$ cat config.mk
export PLATFORM = sky130hd
export DESIGN_NAME = key_event_arb
export DESIGN_NICKNAME = d
export VERILOG_FILES = /design/src/rtl/key_event_arb.sv
export SDC_FILE = /design/constraint.sdc
export NUM_CORES = 1
export LEC_CHECK = 0
export BUFFER_PORTS_ARGS = -buffer_cell sky130_fd_sc_hd__buf_2
export CORE_ASPECT_RATIO = 1.25
export CORE_MARGIN = 8
export CORE_UTILIZATION = 60
export CTS_CLUSTER_SIZE = 14
export DETAILED_ROUTE_END_ITERATION = 10
export HOLD_SLACK_MARGIN = 0.1
export PLACE_DENSITY = 0.79
export SLEW_MARGIN = 10
export SYNTH_ARGS = -nofsm -noshare
export SYNTH_HDL_FRONTEND = slang
export SYNTH_HIERARCHICAL = 1
export SYNTH_SLANG_ARGS = --single-unit
export TNS_END_PERCENT = 30
$ cat constraint.sdc
create_clock -name clk -period 3.22 [get_ports clk]
set_input_delay 0.805 -clock clk [delete_from_list [all_inputs] [get_ports clk]]
set_output_delay 0.805 -clock clk [all_outputs]
set_load 0.02 [all_outputs]
$ cat src/rtl/key_event_arb.sv
// key_event_arb: latches key press pulses as pending, grants them round-robin
// into a show-ahead event FIFO and tags same-key repeats inside a cycle window
// as double presses. Dropped presses raise a sticky overflow flag.

// Per-key pending latch. A press that lands while the key is still pending and
// not being granted this cycle is reported as a drop.
module key_pend_lane (
    input  logic clk,
    input  logic rst,
    input  logic flag,
    input  logic gnt,
    output logic pend,
    output logic drop
);

    assign drop = flag & pend & ~gnt;

    // A grant and a new press in the same cycle leave the latch set for the new press
    always_ff @(posedge clk) begin
        if (rst) pend <= 1'b0;
        else     pend <= flag | (pend & ~gnt);
    end

endmodule

module key_event_arb #(
    parameter  int N_KEYS  = 4,
    parameter  int DEPTH   = 4,
    parameter  int DBL_CYC = 15_000_000,
    localparam int KW      = $clog2(N_KEYS)
) (
    input  logic              clk,
    input  logic              rst,
    input  logic [N_KEYS-1:0] key_flag,
    input  logic              clr_ovf,
    input  logic              ev_ready,
    output logic              ev_valid,
    output logic [KW-1:0]     ev_key,
    output logic              ev_dbl,
    output logic [N_KEYS-1:0] pending,
    output logic              overflow
);

    localparam int WW = $clog2(DBL_CYC + 1);
    localparam int AW = $clog2(DEPTH);

    typedef struct packed {
        logic [KW-1:0] key;
        logic          dbl;
    } ev_ent_t;

    // First requesting key at or after p, wrapping modulo N_KEYS. Scanning from
    // the far end downward lets the nearest candidate overwrite the others.
    function automatic logic [KW-1:0] rr_pick(input logic [N_KEYS-1:0] req,
                                              input logic [KW-1:0]     p);
        logic [KW-1:0] pick;
        int            idx;
        pick = '0;
        for (int j = N_KEYS - 1; j >= 0; j--) begin
            idx = (int'(p) + j) % N_KEYS;
            if (req[idx]) pick = KW'(idx);
        end
        return pick;
    endfunction

    logic [N_KEYS-1:0] pend_q;
    logic [N_KEYS-1:0] drop_vec;
    logic [N_KEYS-1:0] gnt_vec;
    logic              gnt_any;
    logic [KW-1:0]     gnt_idx;
    logic              gnt_dbl;
    logic [KW-1:0]     ptr;

    logic [KW-1:0]     last_key;
    logic              last_valid;
    logic [WW-1:0]     win_cnt;
    logic [WW-1:0]     win_inc;

    ev_ent_t           mem [DEPTH];
    ev_ent_t           head;
    logic [AW-1:0]     rd_ptr;
    logic [AW-1:0]     wr_ptr;
    logic [AW:0]       count;
    logic              push;
    logic              pop;
    logic              overflow_q;

    // ---------------- pending latches ----------------
    for (genvar i = 0; i < N_KEYS; i++) begin : g_lane
        assign gnt_vec[i] = gnt_any && (gnt_idx == KW'(i));

        key_pend_lane u_lane (
            .clk  (clk),
            .rst  (rst),
            .flag (key_flag[i]),
            .gnt  (gnt_vec[i]),
            .pend (pend_q[i]),
            .drop (drop_vec[i])
        );
    end

    assign pending = pend_q;

    // ---------------- arbiter ----------------
    // Grant only against the registered count; a same-cycle pop does not free a slot
    always_comb begin
        gnt_any = (|pend_q) && (count < (AW+1)'(DEPTH));
        gnt_idx = rr_pick(pend_q, ptr);
    end

    // Round-robin pointer moves just past the granted key
    always_ff @(posedge clk) begin
        if (rst)
            ptr <= '0;
        else if (gnt_any)
            ptr <= (gnt_idx == KW'(N_KEYS - 1)) ? '0 : gnt_idx + 1'b1;
    end

    // ---------------- double-press detector ----------------
    // win_cnt holds the grant-to-grant distance: it is loaded with 1 on an
    // arming grant, so at the next grant it equals the cycles between the two.
    assign win_inc = (win_cnt == WW'(DBL_CYC)) ? win_cnt : win_cnt + 1'b1;
    assign gnt_dbl = last_valid && (last_key == gnt_idx) && (win_cnt < WW'(DBL_CYC));

    // Arm on a single press, disarm after a double or once the window expires
    always_ff @(posedge clk) begin
        if (rst) begin
            last_key   <= '0;
            last_valid <= 1'b0;
            win_cnt    <= '0;
        end else if (gnt_any && !gnt_dbl) begin
            last_key   <= gnt_idx;
            last_valid <= 1'b1;
            win_cnt    <= WW'(1);
        end else begin
            win_cnt <= win_inc;
            if (gnt_any || (win_inc == WW'(DBL_CYC)))
                last_valid <= 1'b0;
        end
    end

    // ---------------- event FIFO ----------------
    assign push = gnt_any;
    assign pop  = (count != '0) && ev_ready;
    assign head = mem[rd_ptr];

    // Storage needs no reset: the head is only visible while count is non-zero
    always_ff @(posedge clk) begin
        if (push) mem[wr_ptr] <= '{key: gnt_idx, dbl: gnt_dbl};
    end

    // Pointer and occupancy bookkeeping; push+pop leaves count unchanged
    always_ff @(posedge clk) begin
        if (rst) begin
            rd_ptr <= '0;
            wr_ptr <= '0;
            count  <= '0;
        end else begin
            if (push) wr_ptr <= wr_ptr + 1'b1;
            if (pop)  rd_ptr <= rd_ptr + 1'b1;
            case ({push, pop})
                2'b10:   count <= count + 1'b1;
                2'b01:   count <= count - 1'b1;
                default: count <= count;
            endcase
        end
    end

    assign ev_valid = (count != '0);
    assign ev_key   = ev_valid ? head.key : '0;
    assign ev_dbl   = ev_valid ? head.dbl : 1'b0;

    // ---------------- overflow ----------------
    // Sticky drop flag; a new drop beats a clear in the same cycle
    always_ff @(posedge clk) begin
        if (rst)            overflow_q <= 1'b0;
        else if (|drop_vec) overflow_q <= 1'b1;
        else if (clr_ovf)   overflow_q <= 1'b0;
    end

    assign overflow = overflow_q;

endmodule

## Word level (Yosys, flattened, before mapping)

Memories as Yosys holds them, arrays and structs flattened. A register that Yosys moved wholly into a read port is not among the register bits.
Index checks and enable logic that the tools add are counted.

- Output and inout port bits: 9
- RAM bits: 12
- Memories kept: 1
- Flip-flop bits (word level): 41
- Input port bits: 8
- Memory bits (read-only): 0
- Logic and storage cells: 111
- Bits in latches: 0

- Add/subtract/negate cells: 9
- Reduce and logical (&&, ||, !) cells: 22
- Multiplexer cells: 29
- Multiply operators: 0
- Magnitude comparators: 6
- Shift-type cells: 0
- Bitwise operators: 23
- Equal/unequal tests: 8
- Divide/modulo/power cells: 0

Memory list:

| name | words | bits a word | read ports | clocked after Yosys merged registers in | wr ports | line | RTL |
|---|---|---|---|---|---|---|---|
| mem | 4 | 3 | 1 | 1 | 1 | 79 | `ev_ent_t mem [DEPTH];` |

Operators by type and width:

| cell | count |
|---|---|
| 24-bit equality test, second input constant | 2 |
| 24-bit by 1-bit adder with 24-bit output, second input constant | 1 |
| 24-bit < comparator, second input constant | 1 |
| 24-bit 2-to-1 mux | 1 |
| 2-bit 2-to-1 mux | 8 |
| 1-bit 2-to-1 mux | 15 |
| 1-bit AND | 12 |
| 3-bit by 4-bit < comparator with 1-bit output, second input constant | 3 |
| 1-bit logical AND | 9 |
| 2-bit by 1-bit adder with 2-bit output, second input constant | 4 |
| 1-bit binary-select mux with 2-bit select | 4 |
| 2-bit OR reduction | 4 |
| 4-bit OR reduction | 2 |
| 2-bit equality test, second input constant | 3 |
| 3-bit one-hot mux with 2 select lines | 1 |
| 2-bit nonzero test | 3 |
| 2-bit adder, second input constant | 2 |
| 2-bit by 1-bit equality test with 1-bit output, second input constant | 2 |
| 1-bit inverter | 4 |
| 1-bit OR | 4 |
| 3-bit by 1-bit adder with 3-bit output, second input constant | 1 |
| 1-bit AND, first input constant | 3 |
| 2-bit by 3-bit < comparator with 1-bit output, second input constant | 1 |
| 3-bit < comparator, second input constant | 1 |
| other kinds (6) | 6 |

## Logic depth before layout (Yosys ltp)

- Word-level depth: 16
- Gate-level depth with buffers: 10
- Gate-level depth less buffers: 10

## Hierarchy

Netlist, hierarchy kept.

By module, submodules not included:

| module | cells an instance | sequential area each (um^2) | area an instance (um^2) | instances |
|---|---|---|---|---|
| key_event_arb | 306 | 1,141.1 | 2,776.4 | 1 |
| key_pend_lane | 5 | 20.0 | 50.0 | 4 |

## Worst setup path before layout

OpenSTA, ideal clock, no wires.

- Kind: register -> register
- Start point: reg g_lane[3].u_lane.pend
- End point: reg count[2]
- Clock period less this slack: 2.247 ns
- Path buffers: 0
- Arrival time: 2.178 ns
- Setup slack: 0.973 ns
- Stages on the path, launching flop included: 10
- Required time: 3.150 ns
- Cell sequence: dfxtp_1 > nor2_1 > a21oi_2 > clkinv_1 > ha_1 > inv_1 > fa_1 > xor2_1 > or3_1 > a21oi_1

- Longest elaborated chain between the ends: 4
- Elaborated cells on any way between the ends: 6

Ends and longest elaborated chain:

| element | line | RTL |
|---|---|---|
| start: declaration | 12 | `output logic pend,` |
| start signal: assignment | 21 | `else pend <= flag \| (pend & ~gnt);` |
| 4-bit OR reduction (*) | 107 | `gnt_any = (\|pend_q) && (count < (AW+1)'(DEPTH));` |
| 1-bit logical AND (*) | 107 |  |
| 2-bit by 1-bit equality test with 1-bit output / 2-bit equality test (equally long branches) | 161 | `case ({push, pop})` |
| 3-bit one-hot mux with 2 select lines / 2-bit nonzero test (equally long branches) | n/a |  |
| end signal: assignment | 162 | `2'b10: count <= count + 1'b1;` |
| end signal: assignment | 163 | `2'b01: count <= count - 1'b1;` |
| end signal: assignment | 164 | `default: count <= count;` |
| end: declaration | 83 | `logic [AW:0] count;` |

Every way passes the cells marked *; elsewhere a longest branch is shown, timed or not.
A chain may end at the register's enable or synchronous reset.

## Worst setup path after layout

- Start point: reg win_cnt[0]
- End point: reg last_valid

- Longest elaborated chain between the ends: 5
- Elaborated cells on any way between the ends: 11

Ends and longest elaborated chain:

| element | line | RTL |
|---|---|---|
| start: declaration | 76 | `logic [WW-1:0] win_cnt;` |
| start signal: assignment | 136 | `win_cnt <= win_inc;` |
| 24-bit by 1-bit adder with 24-bit output, or another cell as far along | 122 | `assign win_inc = (win_cnt == WW'(DBL_CYC)) ? win_cnt : win_cnt + 1'b1;` |
| 24-bit 2-to-1 mux / 1-bit logical AND (equally long branches) | 122, 123 |  |
| 24-bit equality test / 1-bit logical NOT (equally long branches) | 137, 131 |  |
| 1-bit logical OR / 1-bit logical AND (equally long branches) | 137, 131 |  |
| 2-bit nonzero test (no source line) / 1-bit 2-to-1 mux (equally long branches) | n/a |  |
| end signal: assignment | 129 | `last_valid <= 1'b0;` |
| end signal: assignment | 133 | `last_valid <= 1'b1;` |
| end signal: assignment | 138 | `last_valid <= 1'b0;` |
| end: declaration | 75 | `logic last_valid;` |

Parallel ways exist; a longest one is shown, timed or not.

==> impl_metrics.csv <==
group,metric,value,unit
run_status,run_status,"finished clean",
pwr,p_comb_frac,0.338,
placement,buffer_ports.inserted,16,
sta,final.period_utilization,0.813,
pwr,seq_power_share,0.462,
final_layout,syn2layout_area_growth,8.53,%
job,cap_violations,0,
floorplanning,cell_row_count,28,
worst_setup_path,worst_path_slowest_cell,"sky130_fd_sc_hd__or4_1",
sta,fmax,382,MHz
final_layout,final_util,0.678,
worst_setup_path,cp.required,3420,ps
final_layout,n_antenna_cell,0,
yosys,synth.yosys.seq_area_share,0.410,
worst_setup_path,crit_path_max_fanout,8,
placement,place_area,3130,um^2
yosys,synth_cell_types,52,
global_route,overflow,0,
yosys,synth-edff-count,12,
sta,grt_setup_unrepaired,"no",
placement,detailedPlace.worstSlack,706,ps
clocking,clk-insertion-delay-late,310,ps
worst_setup_path,crit_path_frequent_cell,"sky130_fd_sc_hd__o22ai_1",
clocking,number_of_gates_resized_after_cts,0,
yosys,post-synth-top-area-fraction,0.289,
pwr,leakage,1.18,nW
clocking,cts_num_sinks,55,
yosys,yosys_reg_bits,55,
worst_setup_path,worstSetupStartpoint,"win_cnt[0]",
floorplanning,fp.dieArea,7490,um^2
sta,final_ws_setup,603,ps
drt,detail_route.drc_violations,0,
yosys,synthCells,326,
sta,clock_skew,7.70,ps
worst_setup_path,worst-r2r-cell-count,7,
worst_setup_path,regToRegSetupSlack,600,ps
clocking,cts_made_buffers,5,
worst_setup_path,cpPeakStageDelay,690,ps
sta,relSlewSlack,0.645,
worst_setup_path,cp_cell_sequence,"ha_1 > inv_1 > or4_1 > nor3_1 > o22ai_1 > nor4_1 > o22ai_1",
placement,dp_hpwl,4.53,mm
sta,worst_hold_slack,482,ps
global_route,maximum_number_of_pins_on_one_net_before_global_route_repair,20,
global_route,first_global_vias,2362,
yosys,syn-num-nets,346,
yosys,post_synth_instance_area,2980,um^2
pwr,switching_fraction,0.356,
worst_setup_path,worst_r2r_startpoint,"win_cnt[0]",
global_route,wire_length_of_the_first_global_routing_pass,10.2,mm
pwr,net-switching-power,0.717,mW
sta,setup_viol_count_final,0,
clocking,cts-root-buf,"sky130_fd_sc_hd__clkbuf_8",
sta,setup_total_negative_slack,0,ps
clocking,clk_pin_slew_worst_paths,110,ps
final_layout,post_route_cells_drive_above_1_share,0.139,
sta,min_period,2620,ps
worst_setup_path,cp-end-kind,"flop",
yosys,ys_async_rst_share,0,
floorplanning,initial_utilization,0.625,
yosys,post-synth-top-area-cell,"sky130_fd_sc_hd__dfxtp_1",
floorplanning,pin_count,17,
drt,avgRoutedWirePerCell,14.8,um
final_layout,num-nets-final,365,
pwr,ir_drop,0.304,mV
worst_setup_path,critPathKind,"flop to flop",
drt,drt_iter0_markers,138,
final_layout,final_cell_area_excluding_filler_cells,3230,um^2
floorplanning,die_y,94.8,um
clocking,cts_hold_buffers,0,
pwr,totalPowerFinal,2.01,mW
sta,final-hold-violation-count,0,
final_layout,finish.cell_count_without_fillers,406,
worst_setup_path,crit_path_end,"last_valid",
sta,drv_slew,0,
placement,globalplace.congestion,0.916,
worst_setup_path,critical_path.reg2reg.endpoint,"last_valid",
drt,via_per_inst,5.76,
clocking,clock_tree_from_tritoncts,"built",
clocking,postCtsSetupRepairBufs,0,
yosys,synthTopCellsByArea,"sky130_fd_sc_hd__dfxtp_1 29%, sky130_fd_sc_hd__edfxtp_1 12%, sky130_fd_sc_hd__nor2_1 5.8%, sky130_fd_sc_hd__ha_1 4.6%, sky130_fd_sc_hd__xor2_1 4.1%",
floorplanning,placeableCoreArea,4760,um^2
yosys,postSynth.topFlopCell,"sky130_fd_sc_hd__dfxtp_1",
placement,numPlacedInstances,398,
global_route,grt_antenna_before_repair,0,
clocking,clock_tree.htree_level_count,2,
worst_hold_path,min_path_type,"flop to flop",
drt,detailroute.via_count,2340,
pwr,clock_share_of_power,0.200,
pwr,power-per-cell-area,623,nW/um^2
pwr,cellInternalPower,1.30,mW
drt,drt_first_pass_iters,4,
sta,worstMarginPinSlew,528,ps
floorplanning,die_width,79,um
worst_setup_path,cp-start-kind,"flop",
yosys,warning_count_from_the_yosys_run,6,
drt,number_of_antenna_violating_nets_in_the_routed_design,0,
global_route,gr-usage-all-layers,0.167,
yosys,postSynthAreaPerCell,9.13,um^2
worst_setup_path,critical_path_at,2810,ps
drt,finalWirelength,6.03,mm
clocking,clk_path_buf_depth,2,
[registers in the layout (all words and copies together) (netlist names), named ones only]
| name | count |
|---|---|
| mem | 12 |
| rd_ptr | 2 |
| win_cnt | 24 |
| g_lane.u_lane/pend | 4 |
| last_key | 2 |
| overflow | 1 |
| wr_ptr | 2 |
| last_valid | 1 |
| ptr | 2 |
| count | 3 |
[layout by cell type (no fill, tap or decap), drive strengths merged, types with 6 or more instances in the layout]
master and count:
dfxtp 43, nor3 6, ha 11, xnor2 12, buf 22, nand2b 10, xor2 14, nand2 22
and3 7, and2 16, a21oi 19, nand3 12, inv 20, nor2 46, nand4 7, nor4 7
edfxtp 12
[cells by family (layout without fill, tap and decap cells)]
group	after synthesis	after routing	synth area share
compound gates	48	48	0.113
xor+xnor	26	26	0.0765
fa+ha+maj	12	12	0.0530
buf+inv	30	50	0.0399
flops	55	55	0.410
mux	6	6	0.0328
simple gates	149	149	0.275
[Yosys cell counts, types with 7 or more instances]
| cell | count |
|---|---|
| sky130_fd_sc_hd__a21oi_1 | 14 |
| sky130_fd_sc_hd__and2_1 | 16 |
| sky130_fd_sc_hd__and3_1 | 7 |
| sky130_fd_sc_hd__dfxtp_1 | 43 |
| sky130_fd_sc_hd__edfxtp_1 | 12 |
| sky130_fd_sc_hd__ha_1 | 11 |
| sky130_fd_sc_hd__inv_1 | 19 |
| sky130_fd_sc_hd__nand2_1 | 22 |
| sky130_fd_sc_hd__nand3_1 | 11 |
| sky130_fd_sc_hd__nor2_1 | 46 |
| sky130_fd_sc_hd__xnor2_1 | 12 |
| sky130_fd_sc_hd__xor2_1 | 14 |
[area by class of cell]
type / count / area [um^2]
tap: 60 / 75.1
clock buffer: 5 / 68.8
fill: 402 / 1530
inverter: 20 / 75.1
clock inverter: 3 / 28.8
timing repair buffer: 22 / 125
multi-input combinational: 241 / 1640
sequential: 55 / 1220
[power by group through the flow]
stage | Clock (mW) | Combinational, mW | Sequential, mW
final | 0.403 | 0.679 | 0.931
after global routing | 0.439 | 0.758 | 0.950
after CTS | 0.413 | 0.687 | 0.932
after detailed placement | 0 | 0.681 | 0.948
after global placement | 0 | 0.667 | 0.939
after floorplan | 0 | 0.508 | 0.933
[critical path, delay by kind of cell, from the launching register on]
family | cells | cell delay (ps)
DFF | 1 | 450
buffers and inverters | 1 | 140
AOI/OAI and AO/OA | 2 | 230
and+or+nand+nor | 3 | 1300
adders and majority gates | 1 | 370
[layer usage]
| layer | up-vias | global-route usage | wire length (um) |
|---|---|---|---|
| met4 | 0 | 0.0697 | 104 |
| met3 | 10 | 0.0314 | 184 |
| met1 | 1117 | 0.168 | 2440 |
| met5 | - | 0 | 0 |
| met2 | 38 | 0.323 | 3290 |
| li1 | 1175 | - | - |
[how the worst min path moves through the flow]
| stage | from | to | slack [ps] | cells after the start |
|---|---|---|---|---|
| global placement | last_key[0] | last_key[0] | 460 | 2 |
| CTS | last_key[0] | last_key[0] | 480 | 2 |
| floorplan | ptr[1] | ptr[1] | 450 | 2 |
| finish | overflow | overflow | 480 | 2 |
| global route | last_key[0] | last_key[0] | 510 | 2 |
| detailed placement | last_key[0] | last_key[0] | 470 | 2 |
(Power assumes the default switching activity.)
